**src/rtl/dino_game_ctrl.sv**
```systemverilog
// Dinosaur runner game sequencer: IDLE/RUN/OVER control,
// jump arc timing, lift height and score, advanced once per frame.
module dino_game_ctrl #(
  parameter int JUMP_FRAMES = 30,
  parameter int SCORE_W     = 16
) (
  input  logic               CLK,
  input  logic               RESET,
  input  logic               fresh,
  input  logic               button_jump,
  input  logic               collide,
  output logic               game_status,
  output logic               game_over,
  output logic               jumping,
  output logic [11:0]        jump_height,
  output logic [SCORE_W-1:0] score
);

  typedef enum logic [1:0] {
    IDLE = 2'b00,
    RUN  = 2'b01,
    OVER = 2'b10,
    BAD  = 2'b11
  } state_t;

  localparam logic [5:0]  JT_END = 6'(JUMP_FRAMES);
  localparam logic [11:0] JF12   = 12'(JUMP_FRAMES);

  state_t             state;
  state_t             state_n;
  logic               fresh_q;
  logic               tick;
  logic [5:0]         jump_time;
  logic [5:0]         jump_time_n;
  logic               jumping_n;
  logic               armed;
  logic               armed_n;
  logic [SCORE_W-1:0] score_n;
  logic [11:0]        jt12;
  logic [11:0]        arc;
  logic [11:0]        height_n;

  assign tick = fresh_q & ~fresh;

  always_comb begin
    state_n     = state;
    score_n     = score;
    jump_time_n = jump_time;
    jumping_n   = jumping;
    armed_n     = armed;
    unique case (state)
      IDLE: begin
        if (tick && button_jump) begin
          state_n     = RUN;
          score_n     = '0;
          jump_time_n = '0;
          jumping_n   = 1'b0;
        end
      end
      RUN: begin
        // a collision in the tick cycle wins over the frame advance
        if (collide) begin
          state_n = OVER;
          armed_n = 1'b0;
        end else if (tick) begin
          if (!(&score))
            score_n = score + SCORE_W'(1);
          if (jumping) begin
            if (jump_time == JT_END) begin
              jump_time_n = '0;
              jumping_n   = 1'b0;
            end else begin
              jump_time_n = jump_time + 6'd1;
            end
          end else if (button_jump) begin
            jumping_n = 1'b1;
          end
        end
      end
      OVER: begin
        // restart needs a released button first
        if (tick) begin
          if (!button_jump) begin
            armed_n = 1'b1;
          end else if (armed) begin
            state_n     = RUN;
            score_n     = '0;
            jump_time_n = '0;
            jumping_n   = 1'b0;
            armed_n     = 1'b0;
          end
        end
      end
      default: state_n = IDLE;
    endcase
  end

  // parabolic lift: (t*N - t*t) / 2
  always_comb begin
    jt12     = 12'(jump_time);
    arc      = jt12 * JF12 - jt12 * jt12;
    height_n = {1'b0, arc[11:1]};
  end

  always_ff @(posedge CLK) begin
    if (RESET) begin
      state       <= IDLE;
      fresh_q     <= 1'b0;
      score       <= '0;
      jump_time   <= '0;
      jumping     <= 1'b0;
      armed       <= 1'b0;
      jump_height <= '0;
      game_status <= 1'b0;
      game_over   <= 1'b0;
    end else begin
      state       <= state_n;
      fresh_q     <= fresh;
      score       <= score_n;
      jump_time   <= jump_time_n;
      jumping     <= jumping_n;
      armed       <= armed_n;
      jump_height <= height_n;
      game_status <= (state == RUN);
      game_over   <= (state == OVER);
    end
  end

endmodule

```
**config.mk**
```make
export PLATFORM = sky130hd
export DESIGN_NAME = dino_game_ctrl
export DESIGN_NICKNAME = d
export VERILOG_FILES = /design/src/rtl/dino_game_ctrl.sv
export SDC_FILE = /design/constraint.sdc
export NUM_CORES = 1
export LEC_CHECK = 0
export CORE_MARGIN = 2
export CORE_UTILIZATION = 40
export DETAILED_ROUTE_END_ITERATION = 16
export RECOVER_POWER = 50
export SLEW_MARGIN = 20
export SYNTH_ARGS = -nofsm -noshare
export SYNTH_HDL_FRONTEND = slang
export SYNTH_SLANG_ARGS = --single-unit
```
**constraint.sdc**
```tcl
create_clock -name CLK -period 8.6 [get_ports CLK]
set_clock_uncertainty 0.15 [all_clocks]
set_input_delay 1.29 -clock CLK [delete_from_list [all_inputs] [get_ports CLK]]
set_output_delay 1.29 -clock CLK [all_outputs]
set_load 0.02 [all_outputs]
```
==> flow_metrics.py, run 1 <==
metrics = {
    "clock_tree": {
        "clockBufferDepth": 2,
        "clkTransAtPathRegs_ns": 0.09,
        "h-tree-depth": 2,
        "cts_inserted_buffers": 5,
        "cts_tree": "done",
        "clock_latency_ns": 0.30,
        "root_buffer": "clkbuf_8",
        "postCtsSetupBuffers": 0,
        "cts_resized": 0,
        "clock_sinks": 40,
        "cts_hold_buffers": 0,
    },
    "die": {
        "die_h_um": 95.66,
        "die_x_um": 95.66,
        "die-area_um2": 9151,
        "design.core.area_um2": 8175,
        "io_pins": 36,
        "placementRows": 33,
        "start_util": 0.4111,
    },
    "critical_path": {
        "cp_max_fo": 12,
        "worstSetupPathType": "flip-flop to flip-flop",
        "arrival_ns": 5.11,
        "cp-start-kind": "flip-flop",
        "critPathCaptureType": "flip-flop",
        "required_ns": 8.58,
    },
    "outcome": {
        "status": "complete, no violations",
    },
    "place": {
        "dpl.hpwl_um": 5747,
        "place_congestion": 0.8810,
        "place_worst_setup_slack_ns": 3.487,
        "dp_cells": 512,
        "port_buffers": 34,
    },
    "global_route": {
        "grtUsageTotal": 0.1767,
        "gr-total-overflow": 0,
        "antenna_found_initial": 0,
        "grt_start_max_net_pins": 30,
        "first_global_vias": 2717,
        "grt_pass1_wl_um": 12780,
    },
    "pwr": {
        "power_uw": 363.3,
        "irDropWorstVdd_mv": 0.05876,
        "cellPowerDensity_nw_per_um2": 93.31,
        "p_leak_uw": 0.001824,
    },
    "synthesis": {
        "yosysTopAreaCellShare": 0.2383,
        "synth_seq_cells": 40,
        "synthArstFlopShare": 0,
        "synth_edf_count": 0,
        "synth_area_per_cell_um2": 8.798,
        "syn_nets": 452,
        "syn_area_um2": 3361,
        "yosysTopAreaCell": "dfxtp_1",
        "synthTopCellsByCount": "55 x inv_1, 41 x ha_1, 40 x dfxtp_1",
        "synthDistinctLibCells": 58,
        "ys_top_cells_by_area": "dfxtp_1 24%, ha_1 15%, fa_1 14%, inv_1 6.1%, nand2_1 3.1%",
        "dominantRegCellSynth": "dfxtp_1",
        "synthMostInstantiatedCell": "inv_1",
        "yosysSeqAreaShare": 0.2383,
        "synthesis.instances": 382,
        "yosys_warnings": 0,
    },
    "cells_and_area": {
        "area_growth_pct": 15.86,
        "drive_gt1_frac": 0.04578,
        "n_antenna_cell": 0,
        "nets": 484,
        "fin_cells": 520,
    },
    "timing": {
        "setup_ws_ns": 3.465,
        "relSlewSlack": 0.09319,
        "hold_viol_final": 0,
        "slew_violations": 0,
        "tns_ns": 0,
        "worstMarginPinSlew_ns": 1.360,
        "fin_crit_sh": 0.5971,
        "finalSetupViolCount": 0,
        "fin_crit_ns": 5.135,
        "max_freq_ghz": 0.1947,
        "rsz0062_at_grt": "no",
    },
    "route": {
        "wl_per_cell_um": 14.20,
        "dr.first_iter.drc_count": 141,
        "drt_first_pass_iters": 4,
        "route.detailed.drc": 0,
        "antenna_left": 0,
        "vias": 2756,
        "wirelength_um": 7383,
        "viasPerCell": 5.300,
    },
    "min_path": {
        "hp-class": "flip-flop to flip-flop",
    },
    "run": {
        "drv_cap": 0,
    },
}
## cell usage in the layout, fill, tap and decap left out, types with 8 or more instances in the layout
cell type,count
inv_1,55
nand3_1,12
ha_1,41
o21ai_0,16
nor2_1,26
dfxtp_1,40
fa_1,24
dlygate4sd3_1,28
nand4_1,8
a21oi_1,19
xnor2_1,11
nand2_1,28
## path summary, 6_finish.rpt
path | startpoint | endpoint | slack [ns] | cells past startpoint
hold reg to reg | score[14] | score[14] | 0.35 | 1
setup reg to reg | jump_time[4] | jump_height[10] | 3.46 | 16
hold / removal | score[14] | score[14] | 0.35 | 1
setup / recovery | jump_time[4] | jump_height[10] | 3.46 | 16
## metal layers
metal	track usage	vias to the layer above	wire length (µm)
met5	0	-	0
met4	0.04048	0	92
met3	0.02134	9	327
met2	0.2850	75	3342
met1	0.2526	1305	3621
li1	-	1367	-
## state kept, by name, indices dropped and copies added, names as in the netlist
| signal | flops |
|---|---|
| game_over | 1 |
| jump_time | 6 |
| jumping | 1 |
| fresh_q | 1 |
| game_status | 1 |
| score | 16 |
| jump_height | 11 |
| state | 2 |
| armed | 1 |
## layout make-up
class                   instances  area [µm²]
fillers                       791        4282
well taps                     105       131.4
repair buffers                 35       344.1
multi-input cells             277        2296
clock inverters                 3       46.29
flip-flops and latches         40       800.8
clock buffers                   5       68.82
inverters                      55       206.4
## cell families (layout without fill, tap and decap cells)
group | Yosys count | after routing | synth area share
xor gates and xnor gates | 17 | 17 | 0.04430
other | 1 | 1 | 0.001116
AOI/OAI and AO/OA | 82 | 82 | 0.1683
and+or+nand+nor | 112 | 112 | 0.1739
buffers and inverters | 65 | 98 | 0.07855
DFF | 40 | 40 | 0.2383
adders and majority gates | 65 | 65 | 0.2956
## report_power, final
group | total [µW] | internal [µW] | switching [µW]
sequential | 187 | 186 | 0.905
combinational | 15.4 | 5.21 | 10.1
clock | 161 | 87.5 | 73.5
total | 363 | 279 | 84.6
## critical path: stages, from the launching register on
cell	delay, ns
dfxtp_1	0.66
inv_1	0.23
fa_1	0.49
fa_1	0.51
inv_1	0.04
ha_1	0.34
nand3_1	0.10
o2111ai_1	0.28
xnor2_1	0.12
fa_1	0.48
inv_1	0.04
ha_1	0.35
a21oi_1	0.32
nor2b_1	0.08
a2111oi_0	0.51
or3_1	0.18
a21oi_1	0.06
## stage by stage
stage | area, µm² | utilization | hold slack, ns
5_1_grt | 3894 | 0.4763 | 0.3970
2_1_floorplan | 3361 | - | 0.3627
6_report | 3894 | 0.4763 | 0.3510
3_5_place_dp | 3782 | 0.4627 | 0.3500
3_3_place_gp | 3782 | 0.4627 | 0.3375
4_1_cts | 3897 | 0.4767 | 0.3601
(Power assumes the default switching activity.)
==> inputs of run 2 (changes only) <==
==> constraint.sdc (replaced) <==
create_clock -name CLK -period 4.8 [get_ports CLK]
set_clock_uncertainty 0.15 [all_clocks]
set_input_delay 0.72 -clock CLK [delete_from_list [all_inputs] [get_ports CLK]]
set_output_delay 0.72 -clock CLK [all_outputs]
set_load 0.02 [all_outputs]
==> run 2 against run 1 <==
Combinational power is 81% higher. First-iteration DRC count is 8.5% lower. Sequential share of layout area is 0.62 points lower. Non-clock buffer count is 11 higher. Register-to-register slack worse by 3.2 ns. Clock power is 84% higher. Global-route usage hardly changed. Worst hold slack worse by 0.0067 ns. Clock-buffer cell count is 1 higher. Design area is 3.6% higher. Final cell count is 2.1% higher. Critical path depth is 1 lower. Critical path type unchanged. Largest cell class unchanged. Largest power group unchanged.
==> flow_metrics.py, run 2 (synthesis gave the netlist of run 1 again) <==
metrics = {
    "cells_and_area": {
        "drive_gt1_frac": 0.09390,
        "area_growth_pct": 20.03,
        "reg_top3": "score (16), jump_height (11), jump_time (6)",
        "largest_register_ffs": 16,
        "layout_common_cells": "55 x inv_1, 40 x ha_1, 37 x dfxtp_1",
        "nets": 495,
        "final_common_cell": "inv_1",
        "n_antenna_cell": 0,
        "fin_area_um2": 4034,
        "largest_register": "score",
    },
    "place": {
        "place_congestion": 0.8871,
        "place_worst_setup_slack_ns": 0.07194,
        "port_buffers": 34,
        "dpl.hpwl_um": 5954,
        "placed_cell_area_um2": 3865,
    },
    "clock_tree": {
        "h-tree-depth": 2,
        "clkTransAtPathRegs_ns": 0.09,
        "cts_hold_buffers": 0,
        "clock_latency_ns": 0.30,
        "root_buffer": "clkbuf_8",
        "clockBufferDepth": 2,
        "cts_tree": "done",
        "clock_sinks": 40,
        "cts_inserted_buffers": 5,
    },
    "die": {
        "die-area_um2": 9151,
        "start_util": 0.4111,
        "placementRows": 33,
        "design.core.area_um2": 8175,
        "die_x_um": 95.66,
        "die_h_um": 95.66,
        "io_pins": 36,
    },
    "critical_path": {
        "crit_path_end": "jump_height[10]",
        "worst_path_most_repeated_cell": "fa_1",
        "worstReg2RegStart": "jump_time[2]",
        "crit_chain": "buf_4, ha_1, inv_1, fa_1, inv_1, fa_1, fa_1, fa_1, inv_1, ha_1, o211ai_1, o21ai_2, a2111oi_4, or3_1, a21oi_1",
        "cp_max_fo": 6,
        "rr_endpoint": "jump_height[10]",
        "required_ns": 4.88,
        "startpoint": "jump_time[2]",
        "worstSetupPathType": "flip-flop to flip-flop",
        "critPathCaptureType": "flip-flop",
        "critPathTopFamily": "adder cells",
        "cp-start-kind": "flip-flop",
        "path_depth": 15,
        "arrival_ns": 4.65,
        "cp_num_buf_inv": 4,
        "slowest_delay_ns": 0.52,
        "crit_path_top_delay_cell": "fa_1",
        "worstRegToRegCells": 15,
        "r2r_slack_ns": 0.23,
    },
    "pwr": {
        "p_int_uw": 513.2,
        "cellPowerDensity_nw_per_um2": 163.4,
        "seqPwrFrac": 0.508,
        "netSwitchingPower_uw": 146.1,
        "irDropWorstVdd_mv": 0.09331,
        "p_sw_frac": 0.2216,
        "p_leak_uw": 0.001895,
        "pwr-share-clk": 0.450,
        "power_frac_comb": 0.042,
    },
    "route": {
        "vias": 2789,
        "dr.first_iter.drc_count": 129,
        "drt_first_pass_iters": 4,
        "viasPerCell": 5.252,
        "wl_per_cell_um": 14.20,
        "route.detailed.drc": 0,
        "antenna_left": 0,
        "wirelength_um": 7540,
    },
    "timing": {
        "relSlewSlack": 0.4677,
        "slew_violations": 0,
        "setup_ws_ns": 0.2276,
        "fin_crit_sh": 0.9526,
        "fin_crit_ns": 4.572,
        "finalSetupViolCount": 0,
        "tns_ns": 0,
        "max_freq_ghz": 0.2187,
        "hold_viol_final": 0,
        "worstMarginPinSlew_ns": 0.7923,
    },
    "global_route": {
        "grt_start_max_net_pins": 30,
        "grt_pass1_wl_um": 12580,
        "grtUsageTotal": 0.1763,
        "antenna_found_initial": 0,
        "first_global_vias": 2636,
        "gr-total-overflow": 0,
    },
    "min_path": {
        "hp-class": "flip-flop to flip-flop",
    },
    "outcome": {
        "status": "complete, no violations",
    },
    "run": {
        "drv_cap": 0,
    },
}
-- run 2: worst min-delay path by stage --
stage | from | endpoint | slack (ns) | cells after the start
global placement | score[14] | score[14] | 0.33 | 1
floorplan | state[0] | game_over | 0.36 | 2
detailed placement | score[14] | score[14] | 0.34 | 1
finish | score[14] | score[14] | 0.34 | 1
global route | score[14] | score[14] | 0.39 | 1
CTS | score[14] | score[14] | 0.35 | 1
-- run 2: area by class of cell --
| cell class | count | area (µm²) |
|---|---|---|
| clock buffers | 6 | 82.58 |
| repair buffers | 46 | 434.2 |
| clock inverters | 2 | 38.79 |
| fillers | 806 | 4141 |
| well taps | 105 | 131.4 |
| flip-flops and latches | 40 | 804.5 |
| inverters | 55 | 206.4 |
| multi-input cells | 277 | 2336 |
-- run 2: stage by stage --
step | utilization | cells | hold WS (ns) | power (µW)
2_1_floorplan | - | 382 | 0.3627 | 361.5
3_3_place_gp | 0.4728 | 523 | 0.3341 | 371.0
3_5_place_dp | 0.4728 | 523 | 0.3367 | 371.1
4_1_cts | 0.4876 | 531 | 0.3499 | 670.5
5_1_grt | 0.4934 | 531 | 0.3860 | 683.8
6_report | 0.4934 | 531 | 0.3443 | 659.3
-- run 2: metal layers --
metal	wire, µm	GRT usage	part of all wire	vias to the layer above
li1	-	-	-	1395
met1	3618	0.2413	0.48	1329
met2	3546	0.2914	0.47	56
met3	278	0.02372	0.037	9
met4	97	0.04881	0.013	0
met5	0	0	0	-
-- run 2: power groups by stage --
stage | sequential [µW] | clock, µW | combinational, µW
finish | 335 | 297 | 27.9
global route | 335 | 318 | 31.0
CTS | 335 | 307 | 28.4
detailed placement | 343 | 0 | 28.4
global placement | 343 | 0 | 28.4
floorplan | 343 | 0 | 18.3
-- run 2: what timing repair did --
action	in CTS	in global routing
endpoints found under the setup margin	0	4
resized for setup	0	12
endpoints found under the hold margin	0	0
buffers inserted	0	0
==> inputs of run 3 (changes only) <==
--- a/config.mk
+++ b/config.mk
@@ -6,7 +6,7 @@
 export NUM_CORES = 1
 export LEC_CHECK = 0
 export CORE_MARGIN = 2
-export CORE_UTILIZATION = 40
+export CORE_UTILIZATION = 29
 export DETAILED_ROUTE_END_ITERATION = 16
 export RECOVER_POWER = 50
 export SLEW_MARGIN = 20
==> run 3 against run 2 <==
Core utilization decreased by 13 points. Sequential power about the same. Sequential share of layout area decreased by 0.31 points. Routed wire length increased by 0.16%. Critical path depth unchanged. Global-route usage decreased by 5.2 points. Setup slack got worse by 0.014 ns. Final cell count increased by 7.2%. Clock power increased by 29%. Clock-buffer cell count decreased by 1. Largest cell class unchanged.
==> flow_metrics.py, run 3 (synthesis gave the netlist of run 1 again) <==
metrics = {
    "outcome": {
        "status": "complete, no violations",
    },
    "place": {
        "dpl.hpwl_um": 5983,
        "place_worst_setup_slack_ns": -0.08761,
        "port_buffers": 34,
        "dp_cells": 561,
        "place_congestion": 0.8528,
    },
    "pwr": {
        "p_int_uw": 587.0,
        "irDropWorstVdd_mv": 0.1874,
        "p_sw_frac": 0.2115,
        "netSwitchingPower_uw": 157.5,
        "power_frac_comb": 0.037,
        "pwr-share-clk": 0.514,
        "p_leak_uw": 0.001909,
        "cellPowerDensity_nw_per_um2": 180.8,
        "seqPwrFrac": 0.449,
    },
    "timing": {
        "hold_viol_final": 0,
        "setup_ws_ns": 0.2132,
        "finalSetupViolCount": 0,
        "fin_crit_sh": 0.9556,
        "tns_ns": 0,
        "slew_violations": 0,
        "fin_crit_ns": 4.587,
        "relSlewSlack": 0.4517,
        "worstMarginPinSlew_ns": 0.8161,
        "max_freq_ghz": 0.2180,
    },
    "critical_path": {
        "arrival_ns": 4.59,
        "worstSetupPathType": "flip-flop to flip-flop",
        "cp_max_fo": 9,
        "crit_path_end": "jump_height[10]",
        "crit_chain": "fa_1, fa_1, fa_1, a21o_1, a21oi_1, o21ai_0, a21oi_1, xor2_1, fa_1, inv_1, ha_1, and3_1, a2111oi_4, or3_1, a21oi_1",
        "worstReg2RegStart": "jump_time[2]",
        "crit_path_top_delay_cell": "fa_1",
        "critPathTopFamily": "adder cells",
        "path_depth": 15,
        "cp_num_buf_inv": 1,
        "critPathCaptureType": "flip-flop",
        "r2r_slack_ns": 0.21,
        "cp-start-kind": "flip-flop",
        "slowest_delay_ns": 0.53,
        "worst_path_most_repeated_cell": "fa_1",
        "rr_endpoint": "jump_height[10]",
        "worstRegToRegCells": 15,
        "startpoint": "jump_time[2]",
        "required_ns": 4.81,
    },
    "clock_tree": {
        "h-tree-depth": 2,
        "root_buffer": "clkbuf_16",
        "cts_tree": "done",
        "clock_sinks": 40,
        "cts_hold_buffers": 0,
        "clock_latency_ns": 0.29,
        "clkTransAtPathRegs_ns": 0.06,
        "cts_inserted_buffers": 5,
        "postCtsSetupBuffers": 0,
        "clockBufferDepth": 2,
    },
    "global_route": {
        "grt_start_max_net_pins": 30,
        "first_global_vias": 2710,
        "gr-total-overflow": 0,
        "antenna_found_initial": 0,
        "grt_pass1_wl_um": 12970,
        "grtUsageTotal": 0.1247,
    },
    "die": {
        "start_util": 0.2956,
        "design.core.area_um2": 11370,
        "die_x_um": 111.7,
        "die-area_um2": 12470,
        "io_pins": 36,
        "placementRows": 39,
        "die_h_um": 111.7,
    },
    "route": {
        "drt_first_pass_iters": 5,
        "dr.first_iter.drc_count": 152,
        "wl_per_cell_um": 13.27,
        "antenna_left": 0,
        "wirelength_um": 7552,
        "viasPerCell": 4.907,
        "vias": 2792,
        "route.detailed.drc": 0,
    },
    "min_path": {
        "hp-class": "flip-flop to flip-flop",
    },
    "cells_and_area": {
        "layout_common_cells": "55 x inv_1, 40 x ha_1, 36 x dfxtp_1",
        "area_growth_pct": 22.49,
        "nets": 495,
        "fin_util": 0.3621,
        "n_antenna_cell": 0,
        "final_common_cell": "inv_1",
        "drive_gt1_frac": 0.09155,
        "largest_register_ffs": 16,
        "reg_top3": "score (16), jump_height (11), jump_time (6)",
        "fin_cells": 569,
        "largest_register": "score",
    },
    "run": {
        "drv_cap": 0,
    },
}
==> run 3: changes by cell type in the layout (fill, tap and decap cells not counted), sizes merged <==
| cell | before | now |
|---|---|---|
| clkinvlp | 0 | 1 |
| clkbuf | 6 | 5 |
==> run 3: worst register-to-register path: stages (launching register included) <==
cell and delay, ns:
dfxtp_4 0.39, fa_1 0.53, fa_1 0.46, fa_1 0.42, a21o_1 0.17, a21oi_1 0.21
o21ai_0 0.12, a21oi_1 0.19, xor2_1 0.11, fa_1 0.49, inv_1 0.04, ha_1 0.36
and3_1 0.24, a2111oi_4 0.35, or3_1 0.15, a21oi_1 0.06
==> run 3: worst min path at each step <==
stage	start	end	slack, ns	depth (start not counted)
2_1_floorplan	state[0]	game_over	0.36	2
3_3_place_gp	score[14]	score[14]	0.36	1
6_report	score[14]	score[14]	0.36	1
5_1_grt	score[14]	score[14]	0.40	1
3_5_place_dp	score[14]	score[14]	0.37	1
4_1_cts	score[14]	score[14]	0.38	1
==> run 3: area by class of cell <==
type,count,area (µm²)
clock buffers,5,125.1
clock inverters,3,42.54
fillers,1165,7253
inverters,55,206.4
multi-input cells,277,2325
flip-flops and latches,40,808.3
well taps,143,178.9
repair buffers,46,430.4
==> run 3: per-layer routing <==
metal / share of wire / vias to the layer above / routed length, µm / track usage
li1: - / 1389 / - / -
met5: 0 / - / 0 / 0
met4: 0.016 / 0 / 122 / 0.04033
met1: 0.47 / 1317 / 3564 / 0.1706
met2: 0.47 / 75 / 3573 / 0.2053
met3: 0.039 / 11 / 292 / 0.01524
==> run 3: metrics by stage <==
stage               power [µW]  area (µm²)  hold slack, ns
floorplan                361.5        3361          0.3627
global placement         370.2        3913          0.3555
detailed placement       370.6        3913          0.3743
CTS                      755.0        4081          0.3787
global route             767.5        4116          0.4009
finish                   744.4        4116          0.3631
==> run 3: what timing repair did <==
action | 4_1_cts | 5_1_grt
endpoints found under the setup margin | 1 | 2
hold endpoints to repair | 0 | 0
gates resized for setup | 1 | 10
==> run 3: power groups by stage <==
stage / sequential (µW) / clock (µW) / combinational (µW)
2_1_floorplan: 343 / 0 / 18.3
3_3_place_gp: 343 / 0 / 27.5
3_5_place_dp: 343 / 0 / 27.9
4_1_cts: 335 / 392 / 28.0
5_1_grt: 335 / 403 / 30.3
6_report: 335 / 382 / 27.5
